$ cat config.mk
export PLATFORM = sky130hd
export DESIGN_NAME = ahfp_addsub_pipe
export DESIGN_NICKNAME = d
export VERILOG_FILES = /design/src/rtl/ahfp_addsub_pipe.sv
export SDC_FILE = /design/constraint.sdc
export NUM_CORES = 1
export LEC_CHECK = 0
export BUFFER_PORTS_ARGS = -buffer_cell sky130_fd_sc_hd__buf_2
export CORE_ASPECT_RATIO = 1.2
export CORE_MARGIN = 3
export CORE_UTILIZATION = 40
export DETAILED_ROUTE_END_ITERATION = 7
export HOLD_SLACK_MARGIN = 0.06
export PLACE_DENSITY = 0.64
export SYNTH_ARGS = -nofsm -noshare
export SYNTH_HDL_FRONTEND = slang
export SYNTH_SLANG_ARGS = --single-unit
$ cat constraint.sdc
create_clock -name clk -period 4.6 [get_ports clk]
set_clock_uncertainty 0.1 [all_clocks]
set_input_delay 0.23 -clock clk [delete_from_list [all_inputs] [get_ports clk]]
set_output_delay 0.23 -clock clk [all_outputs]
set_load 0.02 [all_outputs]
$ cat src/rtl/ahfp_addsub_pipe.sv
// Pipelined IEEE-754 add/subtract unit with a start/done handshake. Subnormals are
// flushed to zero, rounding is round-to-nearest-even, and the latency is fixed at five enabled cycles.
module ahfp_addsub_pipe #(
   parameter int unsigned EXP_W = 8,
   parameter int unsigned MAN_W = 23,
   parameter int unsigned LAT   = 5
) (
   input  logic                     clk,
   input  logic                     reset,
   input  logic                     clk_en,
   input  logic                     start,
   input  logic                     n,
   input  logic [EXP_W+MAN_W:0]     dataa,
   input  logic [EXP_W+MAN_W:0]     datab,
   output logic [EXP_W+MAN_W:0]     result,
   output logic                     done
);

   localparam int unsigned W       = 1 + EXP_W + MAN_W;
   localparam int unsigned M       = MAN_W + 1;          // significand incl. hidden bit
   localparam int unsigned D       = MAN_W + 5;          // carry, hidden, frac, G, R, S
   localparam int unsigned SH_MAX  = MAN_W + 3;
   localparam int unsigned XE      = EXP_W + 2;          // exponent with sign/overflow room
   localparam int unsigned LZW     = $clog2(D);
   localparam int unsigned EXP_MAX = (1 << EXP_W) - 1;

   if (LAT != 5) begin : g_bad_lat
      $error("ahfp_addsub_pipe: LAT must be 5");
   end

   localparam logic [W-1:0] QNAN = {1'b0, {EXP_W{1'b1}}, 1'b1, {(MAN_W-1){1'b0}}};

   // pipeline valid bits
   logic v0, v1, v2, v3, v4;

   // issue rank
   logic           n0;
   logic [W-1:0]   a0, b0;

   // S1 unpack/classify
   logic           sa, sb, a_zero, b_zero, a_nan, b_nan, a_inf, b_inf, a_ge_b;
   logic [EXP_W-1:0] ea, eb;
   logic [M-1:0]   ma, mb;
   logic           spec_n;
   logic [W-1:0]   sres_n;
   logic           spec1, sign1, sub1;
   logic [W-1:0]   sres1;
   logic [EXP_W-1:0] el1, es1;
   logic [M-1:0]   ml1, ms1;

   // S2 align
   logic [EXP_W-1:0] diff;
   logic [LZW-1:0] sh;
   logic [2*D-1:0] wide;
   logic           spec2, sign2, sub2;
   logic [W-1:0]   sres2;
   logic [EXP_W-1:0] e2;
   logic [D-1:0]   l2, s2;

   // S3 add/sub
   logic           spec3, sign3;
   logic [W-1:0]   sres3;
   logic [EXP_W-1:0] e3;
   logic [D-1:0]   sum3;

   // S4 normalise
   logic [LZW-1:0] lz;
   logic [D-2:0]   norm;
   logic [XE-1:0]  en;
   logic           spec4, sign4, zero4;
   logic [W-1:0]   sres4;
   logic [XE-1:0]  e4;
   logic [D-2:0]   m4;

   // S5 round/pack
   logic           inc;
   logic [M:0]     rnd;
   logic [MAN_W-1:0] frac;
   logic [XE-1:0]  er;
   logic [W-1:0]   res_n;

   always_ff @(posedge clk) begin
      if (reset) begin
         v0 <= 1'b0;
         v1 <= 1'b0;
         v2 <= 1'b0;
         v3 <= 1'b0;
         v4 <= 1'b0;
         done   <= 1'b0;
         result <= '0;
      end else if (clk_en) begin
         v0 <= start;
         v1 <= v0;
         v2 <= v1;
         v3 <= v2;
         v4 <= v3;
         done <= v4;
         if (v4) result <= res_n;
      end
   end

   always_ff @(posedge clk) begin
      if (clk_en) begin
         if (start) begin
            a0 <= dataa;
            b0 <= datab;
            n0 <= n;
         end
         spec1 <= spec_n;  sres1 <= sres_n;
         sign1 <= a_ge_b ? sa : sb;
         sub1  <= sa ^ sb;
         el1   <= a_ge_b ? ea : eb;
         es1   <= a_ge_b ? eb : ea;
         ml1   <= a_ge_b ? ma : mb;
         ms1   <= a_ge_b ? mb : ma;
         spec2 <= spec1;  sres2 <= sres1;  sign2 <= sign1;  sub2 <= sub1;
         e2    <= el1;
         l2    <= {1'b0, ml1, 3'b000};
         s2    <= {wide[2*D-1:D+1], wide[D] | (|wide[D-1:0])};
         spec3 <= spec2;  sres3 <= sres2;  sign3 <= sign2;  e3 <= e2;
         sum3  <= sub2 ? (l2 - s2) : (l2 + s2);
         spec4 <= spec3;  sres4 <= sres3;  sign4 <= sign3;
         zero4 <= (sum3 == '0);
         e4    <= en;
         m4    <= norm;
      end
   end

   // S1: classify, flush subnormals, resolve special operands
   always_comb begin
      sa = a0[W-1];
      sb = b0[W-1] ^ n0;
      ea = a0[W-2:MAN_W];
      eb = b0[W-2:MAN_W];
      a_zero = (ea == '0);
      b_zero = (eb == '0);
      a_nan  = (ea == '1) && (a0[MAN_W-1:0] != '0);
      b_nan  = (eb == '1) && (b0[MAN_W-1:0] != '0);
      a_inf  = (ea == '1) && (a0[MAN_W-1:0] == '0);
      b_inf  = (eb == '1) && (b0[MAN_W-1:0] == '0);
      ma = a_zero ? '0 : {1'b1, a0[MAN_W-1:0]};
      mb = b_zero ? '0 : {1'b1, b0[MAN_W-1:0]};
      a_ge_b = ({ea, ma} >= {eb, mb});
      spec_n = 1'b1;
      sres_n = QNAN;
      if (a_nan || b_nan) begin
         sres_n = QNAN;
      end else if (a_inf && b_inf && (sa != sb)) begin
         sres_n = QNAN;
      end else if (a_inf) begin
         sres_n = {sa, {EXP_W{1'b1}}, {MAN_W{1'b0}}};
      end else if (b_inf) begin
         sres_n = {sb, {EXP_W{1'b1}}, {MAN_W{1'b0}}};
      end else if (a_zero && b_zero) begin
         sres_n = {sa & sb, {(W-1){1'b0}}};
      end else begin
         spec_n = 1'b0;
      end
   end

   // S2: right-align the smaller operand; lost bits collapse into sticky
   always_comb begin
      diff = el1 - es1;
      sh   = (diff > EXP_W'(SH_MAX)) ? LZW'(SH_MAX) : LZW'(diff);
      wide = {1'b0, ms1, 3'b000, {D{1'b0}}} >> sh;
   end

   // S4: leading-zero count below the carry position, then normalise
   always_comb begin
      lz = LZW'(D - 1);
      for (int i = 0; i < int'(D) - 1; i++) begin
         if (sum3[i]) lz = LZW'(int'(D) - 2 - i);
      end
      if (sum3[D-1]) begin
         norm = {sum3[D-1:2], sum3[1] | sum3[0]};
         en   = {2'b00, e3} + XE'(1);
      end else begin
         norm = sum3[D-2:0] << lz;
         en   = {2'b00, e3} - XE'(lz);
      end
   end

   // S5: round to nearest even, then overflow/underflow/special selection
   always_comb begin
      inc  = m4[2] & (m4[1] | m4[0] | m4[3]);
      rnd  = {1'b0, m4[D-2:3]} + (M+1)'(inc);
      frac = rnd[M] ? rnd[MAN_W:1] : rnd[MAN_W-1:0];
      er   = e4 + XE'(rnd[M]);
      if (spec4) begin
         res_n = sres4;
      end else if (zero4) begin
         res_n = '0;
      end else if (!er[XE-1] && (er >= XE'(EXP_MAX))) begin
         res_n = {sign4, {EXP_W{1'b1}}, {MAN_W{1'b0}}};
      end else if (er[XE-1] || (er == '0)) begin
         res_n = {sign4, {(W-1){1'b0}}};
      end else begin
         res_n = {sign4, er[EXP_W-1:0], frac};
      end
   end

endmodule

==> results by group, run 1 <==
Die
  • IO Count: around 100
  • Die Ht: around 240 um
  • Die width: between 200 and 250 um
  • Die Footprint: around 50000 sq um
  • Initial Utilization: between 40% and 50%
  • Core region area: between 40000 and 50000 sq um
  • # rows: 86

Logic synthesis
  • Largest family of logic cells by synthesized area: compound AO/OA/AOI/OAI gates
  • Synth Area in Adders: approximately 6.9%
  • Asr flop ratio synth: 0%
  • Compound-Gate Fraction of Synth Area: ~14%
  • Post-synthesis sequential area ratio: around half
  • Synth cell types: 87
  • Mapped Cells: approximately 1800
  • FF+latch count, synth: 322
  • Average size of a mapped cell: 10.47 sq um
  • Post-synth top area share: 45.11%
  • Xor/xnor share of the synthesized area: 3.011%
  • Yosys warns: 0
  • Mapped Area: approximately 19000 sq um
  • Area leader, netlist: edfxtp_1
  • Post-synthesis mux area share: 9.106%
  • Post-Synth Simple-Gate Area: a little over an eighth
  • Post-synth EDFFs: 284
  • Dominant synthesized flop cell: edfxtp_1
  • Syn Nets: roughly 2000
  • Largest cells by area after synthesis: edfxtp_1 45%, mux2i_1 6.6%, ha_1 6.6%

Global routing
  • Initial antenna violation count: 0
  • Total gr overflow: 0
  • Largest net degree at the start of global routing: between 100 and 150
  • Total Routing Usage GR: 20.96%
  • Global-route wire length before repair: 81.58 mm
  • Vias in the first global route: about 15000

STA
  • Max-slew violations: 0
  • Final setup violation count: 0
  • Slew Limit Headroom: roughly a third
  • Fmax: approximately 230 MHz
  • Final hold violation count: 0
  • Worst slew pin tran: about 1.0 ns
  • Crit path time final: 4.362 ns
  • Post-route clock period utilization: between 90 and 100%
  • Final worst setup slack: around 0.24 ns

Critical path
  • Setup crit end kind: register
  • Crit start category: register
  • CP arrival: ~4.5 ns
  • Worst Path Required: 4.78 ns
  • Crit Path Category: reg -> reg
  • Max Fanout on Critical Path: 28

Clock tree
  • Clk Latency, worst-skew pair: ~0.55 ns
  • Clk sinks: approximately 320
  • Root Buffer: clkbuf_16
  • Clock Tree Buf Depth: 3
  • CTS tree: built
  • H-tree lvl count: 2
  • Clk pin slew, worst setup/hold paths: roughly 0.060 ns
  • Inserted Clock Buffers: 36

Layout
  • Sequential Area: approximately 9300 sq um
  • Post-route cell area: roughly 23000 sq um
  • Final #Nets: approximately 2200
  • FILL cells: ~4200
  • Multi-input gate area: about 8900 sq um
  • Layout cell share with drive strength beyond 1: ~16%
  • Layout area overhead: 19.86%

Outcome
  • Outcome: finished, final reports clean

Place
  • Hpwl dp: 40.18 mm
  • GP Congestion: 0.9589
  • Pre-CTS setup slack: 0.009890 ns
  • Placed Area: approximately 21000 sq um
  • Port bufs: 101

Route
  • DRT antenna net count: 0
  • First-pass iteration count of the detailed router: 5
  • Final wirelength: between 50 and 60 mm
  • Vias per cell: ~5.5
  • Routed length per placed instance: 19.65 um
  • Iter 0 DRT Violations: approximately 900
  • DRC viols: 0
  • Vias: between 10000 and 15000

Pwr
  • LEAKAGE: 9.047 nW
  • Pwr dens: just over 400 nW/um^2
  • Peak supply drop: 0.2843 mV
  • Design Power: roughly 9.2 mW

Job
  • Max-Cap Viols: 0

Hold path
  • Hold crit path type: in -> reg
[stage by stage]
| stage | hold WS [ns] | util (%) | cells | setup TNS [ns] |
|---|---|---|---|---|
| after floorplan | 0.2289 | - | 1806 | 0 |
| after global placement | 0.3026 | 44.81 | 2549 | -0.07039 |
| after detailed placement | 0.3045 | 44.81 | 2549 | 0 |
| after CTS | 0.2557 | 48.76 | 2680 | 0 |
| after global routing | 0.2691 | 48.97 | 2682 | -0.01195 |
| final | 0.2933 | 48.98 | 2683 | 0 |
[layer usage]
layer	wire (um)	global-route usage [%]	vias to the layer above
met3	2305	3.009	175
met5	0	0	-
li1	-	-	7174
met4	3861	13.30	0
met1	19300	22.24	6955
met2	27260	38.60	459
[synth_stat cells, types with 7 or more instances]
cell and instances:
nor4_1 27, buf_2 8, o21bai_1 8, mux2i_1 124, ha_1 99, o22ai_1 12
nor2b_1 15, o211ai_1 9, inv_1 114, a22oi_1 23, nor3_1 36, a32oi_1 7
o21ai_0 98, nand2b_1 19, mux2_2 38, nand2_1 173, xor2_1 23, o21ai_1 11
edfxtp_1 284, xnor2_1 42, clkbuf_1 49, buf_1 8, a21oi_1 108, a221oi_1 8
nor2_1 138, nand4_1 26, or3_1 8, o31ai_1 10, nand3_1 56, and3_1 13
a211oi_1 21, and2_1 16, a31oi_1 10, o221ai_1 9, dfxtp_1 38, a21o_1 20
[worst max-delay path, stage by stage, from the launching register on]
cell      delay, ns
edfxtp_1       0.40
ha_1           0.40
nor2_1         0.13
a21oi_1        0.09
xnor2_1        0.58
nor2_1         0.14
buf_4          0.18
a21oi_1        0.25
nand2_1        0.14
buf_12         0.18
a32o_1         0.28
mux2_2         0.30
o211a_1        0.23
a31oi_1        0.19
nand4_1        0.15
nor4_2         0.27
o21ai_1        0.08
[what timing repair did]
action | CTS | global route
endpoints found under the hold margin | 96 | 0
cloned | 0 | 1
hold buffers | 67 | 0
buffers inserted | 0 | 1
pin swaps | 0 | 2
endpoints found under the setup margin | 1 | 4
resized for setup | 1 | 16
[cell type report]
type	count	area share [%]
clock inverter	16	0.6349
clock buffer	48	4.450
multi-input combinational	1293	39.44
antenna	1	0.01104
timing repair buffer	270	9.132
sequential	322	40.99
inverter	117	1.938
tap	616	3.401
[state kept, by name, indices dropped and copies added (netlist names), 8 cells and up]
name,cells
ml1,24
e2,8
m4,27
a0,32
sum3,28
e3,8
b0,32
ms1,24
result,32
e4,10
l2,24
es1,8
s2,27
el1,8
[final timing paths]
path,from,to,slack (ns),depth (start not counted)
hold reg to reg,spec3$_DFFE_PP_,spec4$_DFFE_PP_,0.32,0
hold / removal,dataa[23],a0[23]$_DFFE_PP_,0.29,2
setup reg to reg,el1[2]$_DFFE_PP_,s2[0]$_DFFE_PP_,0.24,16
setup / recovery,el1[2]$_DFFE_PP_,s2[0]$_DFFE_PP_,0.24,16
[power breakdown]
part           internal (mW)  total (mW)  switching (mW)
logic                   1.06        2.58            1.52
registers               3.55        3.79           0.247
clock network           1.66        2.81            1.15
[cell families (layout without fill, tap and decap cells)]
kind of cell,after synthesis,count (layout)
compound gates,414,414
xor+xnor,65,65
mux,166,166
simple gates,546,546
flops,322,322
buf+inv,191,451
other cells,0,1
fa+ha+maj,102,102
[cell usage in the layout (no fill, tap or decap), types with 12 or more instances in the layout]
cell type / synthesis / final
o21ai_0: 98 / 96
mux2i_1: 124 / 124
clkbuf_16: 0 / 39
dlygate4sd3_1: 0 / 67
dfxtp_1: 38 / 38
a22oi_1: 23 / 23
xnor2_1: 42 / 42
buf_2: 8 / 100
nand2_1: 173 / 172
and2_1: 16 / 15
ha_1: 99 / 98
nand3_1: 56 / 56
a211oi_1: 21 / 20
nor2_1: 138 / 138
a21oi_1: 108 / 107
nand4_1: 26 / 26
xor2_1: 23 / 23
and3_1: 13 / 13
nor4_1: 27 / 25
a21o_1: 20 / 20
nor2b_1: 15 / 15
nand2b_1: 19 / 19
o22ai_1: 12 / 12
nor3_1: 36 / 35
buf_4: 4 / 93
inv_1: 114 / 114
mux2_2: 38 / 38
edfxtp_1: 284 / 284
Note: power is estimated with default switching activity, not from simulation.
==> run 2: changes to the inputs <==
==> constraint.sdc (replaced) <==
create_clock -name clk -period 4.6 [get_ports clk]
set_clock_uncertainty 0.1 [all_clocks]
set_input_delay 0.92 -clock clk [delete_from_list [all_inputs] [get_ports clk]]
set_output_delay 0.92 -clock clk [all_outputs]
set_load 0.02 [all_outputs]
==> run 2 against run 1 <==
  * Flip-flop and latch count is the same
  * Cell area shrank 2.7%
  * Setup slack got worse by 0.048 ns
  * Via count is 1.5% lower
  * Wire length fell by 1.7%
  * Power hardly changed
  * Highest routed layer unchanged
==> results by group, run 2 (synthesis results as in run 1) <==
STA
  • Fmax: roughly 230 MHz
  • Max-slew violations: 0
  • Final setup violation count: 0
  • Slew Limit Headroom: roughly a third
  • Post-route clock period utilization: 95.87%
  • Worst slew pin tran: 0.9878 ns
  • Final hold violation count: 0
  • Final worst setup slack: between 0.15 and 0.2 ns
  • Crit path time final: roughly 4.4 ns
  • Setup TNS: 0 ns

Hold path
  • Hold EP: l2[22]$_DFFE_PP_
  • Min-delay src: ml1[19]$_DFFE_PP_
  • Hold Path Depth: 0
  • Hold crit path type: reg -> reg

Die
  • IO Count: around 100
  • Initial Utilization: between 40% and 50%
  • Die width: slightly above 200 um
  • Die Ht: 244.2 um
  • # rows: between 80 and 90
  • Core region area: about 46000 sq um
  • Die Footprint: 49920 sq um

Layout
  • Most frequent cells in the layout: 284 x edfxtp_1, 173 x nand2_1, 138 x nor2_1, 124 x mux2i_1, 114 x inv_1
  • Final #Nets: 2149
  • Layout cell share with drive strength beyond 1: approximately 17%
  • Commonest non-fill, non-tap cell in the layout: edfxtp_1
  • Ant. Diodes: 0
  • Layout area overhead: 16.64%
  • Largest regs: a0 x32, b0 x32, result x32
  • FILL cells: 4272

Critical path
  • Critical R2R Launch: el1[2]$_DFFE_PP_
  • Flop-to-flop setup slack: around 0.19 ns
  • Max Fanout on Critical Path: 10
  • CP arrival: 4.73 ns
  • Setup crit end kind: register
  • Crit Path Category: reg -> reg
  • FF-to-FF path depth: 15
  • FF-to-FF End: s2[3]$_DFFE_PP_
  • Worst Path Required: around 4.9 ns
  • Crit start category: register

Pwr
  • Pint: around 6.2 mW
  • Sw Share: 31.88%
  • Clock network power share: ~31%
  • Peak supply drop: a little over 0.3 mV
  • Logic pwr share: about 27%
  • Sequential share of power: 41.4%
  • LEAKAGE: 8.789 nW
  • Psw: about 2.9 mW
  • Pwr dens: 415.8 nW/um^2

Clock tree
  • Clk Latency, worst-skew pair: between 0.5 and 0.6 ns
  • Inserted Clock Buffers: 37
  • Clk pin slew, worst setup/hold paths: ~0.060 ns
  • Root Buffer: clkbuf_16
  • CTS tree: built
  • H-tree lvl count: 2
  • Clk sinks: 322
  • Clock Tree Buf Depth: 3

Global routing
  • Total Routing Usage GR: a little over 20%
  • Initial antenna violation count: 0
  • Vias in the first global route: approximately 14000
  • Global-route wire length before repair: between 80 and 90 mm
  • Total gr overflow: 0
  • Largest net degree at the start of global routing: around 130

Route
  • Iter 0 DRT Violations: 852
  • First-pass iteration count of the detailed router: 6
  • Routed length per placed instance: 19.77 um
  • Final wirelength: 51.83 mm
  • DRT antenna net count: 0
  • Met3 wire length: 2.062 mm
  • Vias per cell: ~5.5
  • DRC viols: 0
  • DR top layer: met4
  • Vias: between 10000 and 15000
  • M1 WL: roughly 19 mm
  • Met2 wire len: between 20 and 30 mm

Job
  • Max-Cap Viols: 0

Place
  • Hpwl dp: approximately 41 mm
  • Port bufs: between 100 and 150
  • GP Congestion: about 0.94
  • Pre-CTS setup slack: roughly 0.044 ns

Outcome
  • Outcome: finished, final reports clean
run 2: cell count changes in the layout (fill, tap and decap cells not counted), moves of 2 or more:
cell	before	now
dlygate4sd3_1	67	0
buf_4	93	98
clkbuf_1	8	3
clkinv_1	5	10
clkinvlp_4	1	4
a21oi_2	4	2
run 2: worst max-delay path by stage:
| stage | startpoint | end | slack [ns] | cells past startpoint |
|---|---|---|---|---|
| after detailed placement | el1[0]$_DFFE_PP_ | s2[3]$_DFFE_PP_ | 0.04 | 15 |
| after floorplan | b0[23]$_DFFE_PP_ | es1[5]$_DFFE_PP_ | 0.44 | 21 |
| final | el1[2]$_DFFE_PP_ | s2[3]$_DFFE_PP_ | 0.19 | 15 |
| after global placement | el1[0]$_DFFE_PP_ | s2[0]$_DFFE_PP_ | 0.04 | 16 |
| after global routing | el1[0]$_DFFE_PP_ | s2[0]$_DFFE_PP_ | -0.02 | 20 |
| after CTS | el1[0]$_DFFE_PP_ | s2[3]$_DFFE_PP_ | 0.01 | 15 |
run 2: layout make-up:
class                           count  area (sq um)  share of cell area [%]
Inverter                          117         439.2                   1.991
Tap cell                          616         770.7                   3.495
Multi-Input combinational cell   1293          8941                   40.54
Sequential cell                   322          9289                   42.12
Clock inverter                     23         193.9                  0.8794
Timing Repair Buffer              207          1416                   6.422
Clock buffer                       44          1003                   4.550
run 2: through the flow:
stage	total power [mW]	cell area, sq um	std cells	utilization, %	hold slack, ns
2_1_floorplan	5.366	18910	1806	-	0.3003
3_3_place_gp	6.270	20700	2548	44.74	0.3032
3_5_place_dp	6.283	20700	2548	44.74	0.3045
4_1_cts	9.182	21900	2615	47.33	0.3143
5_1_grt	9.635	22050	2622	47.66	0.3235
6_report	9.170	22050	2622	47.66	0.3116
run 2: routing by layer:
layer / vias to the layer above / track usage (%)
li1: 7041 / -
met1: 6892 / 22.10
met2: 443 / 38.49
met3: 159 / 2.889
met4: 0 / 11.16
met5: - / 0
run 2: repair_timing:
item / CTS / global route
hold buffers: 0 / 0
resized for setup: 0 / 16
setup buffers: 0 / 6
endpoints found under the setup margin: 0 / 5
run 2: power groups by stage:
| stage | logic (mW) | registers (mW) | clock network (mW) |
|---|---|---|---|
| 2_1_floorplan | 1.62 | 3.75 | 0 |
| 3_3_place_gp | 2.43 | 3.84 | 0 |
| 3_5_place_dp | 2.43 | 3.85 | 0 |
| 4_1_cts | 2.45 | 3.79 | 2.94 |
| 5_1_grt | 2.74 | 3.83 | 3.07 |
| 6_report | 2.52 | 3.80 | 2.86 |
run 2: critical path, cell delays in order (launching register included):
cell and delay, ns:
edfxtp_1 0.41, ha_1 0.41, nand3_1 0.10, a21oi_1 0.07, or3_1 0.35, a2111o_1 0.49, a21o_4 0.25, buf_4 0.16
nor2_4 0.28, buf_4 0.22, nor2_1 0.06, and3_1 0.21, nor4_1 0.64, nand2_1 0.14, o21ai_0 0.21, buf_4 0.18
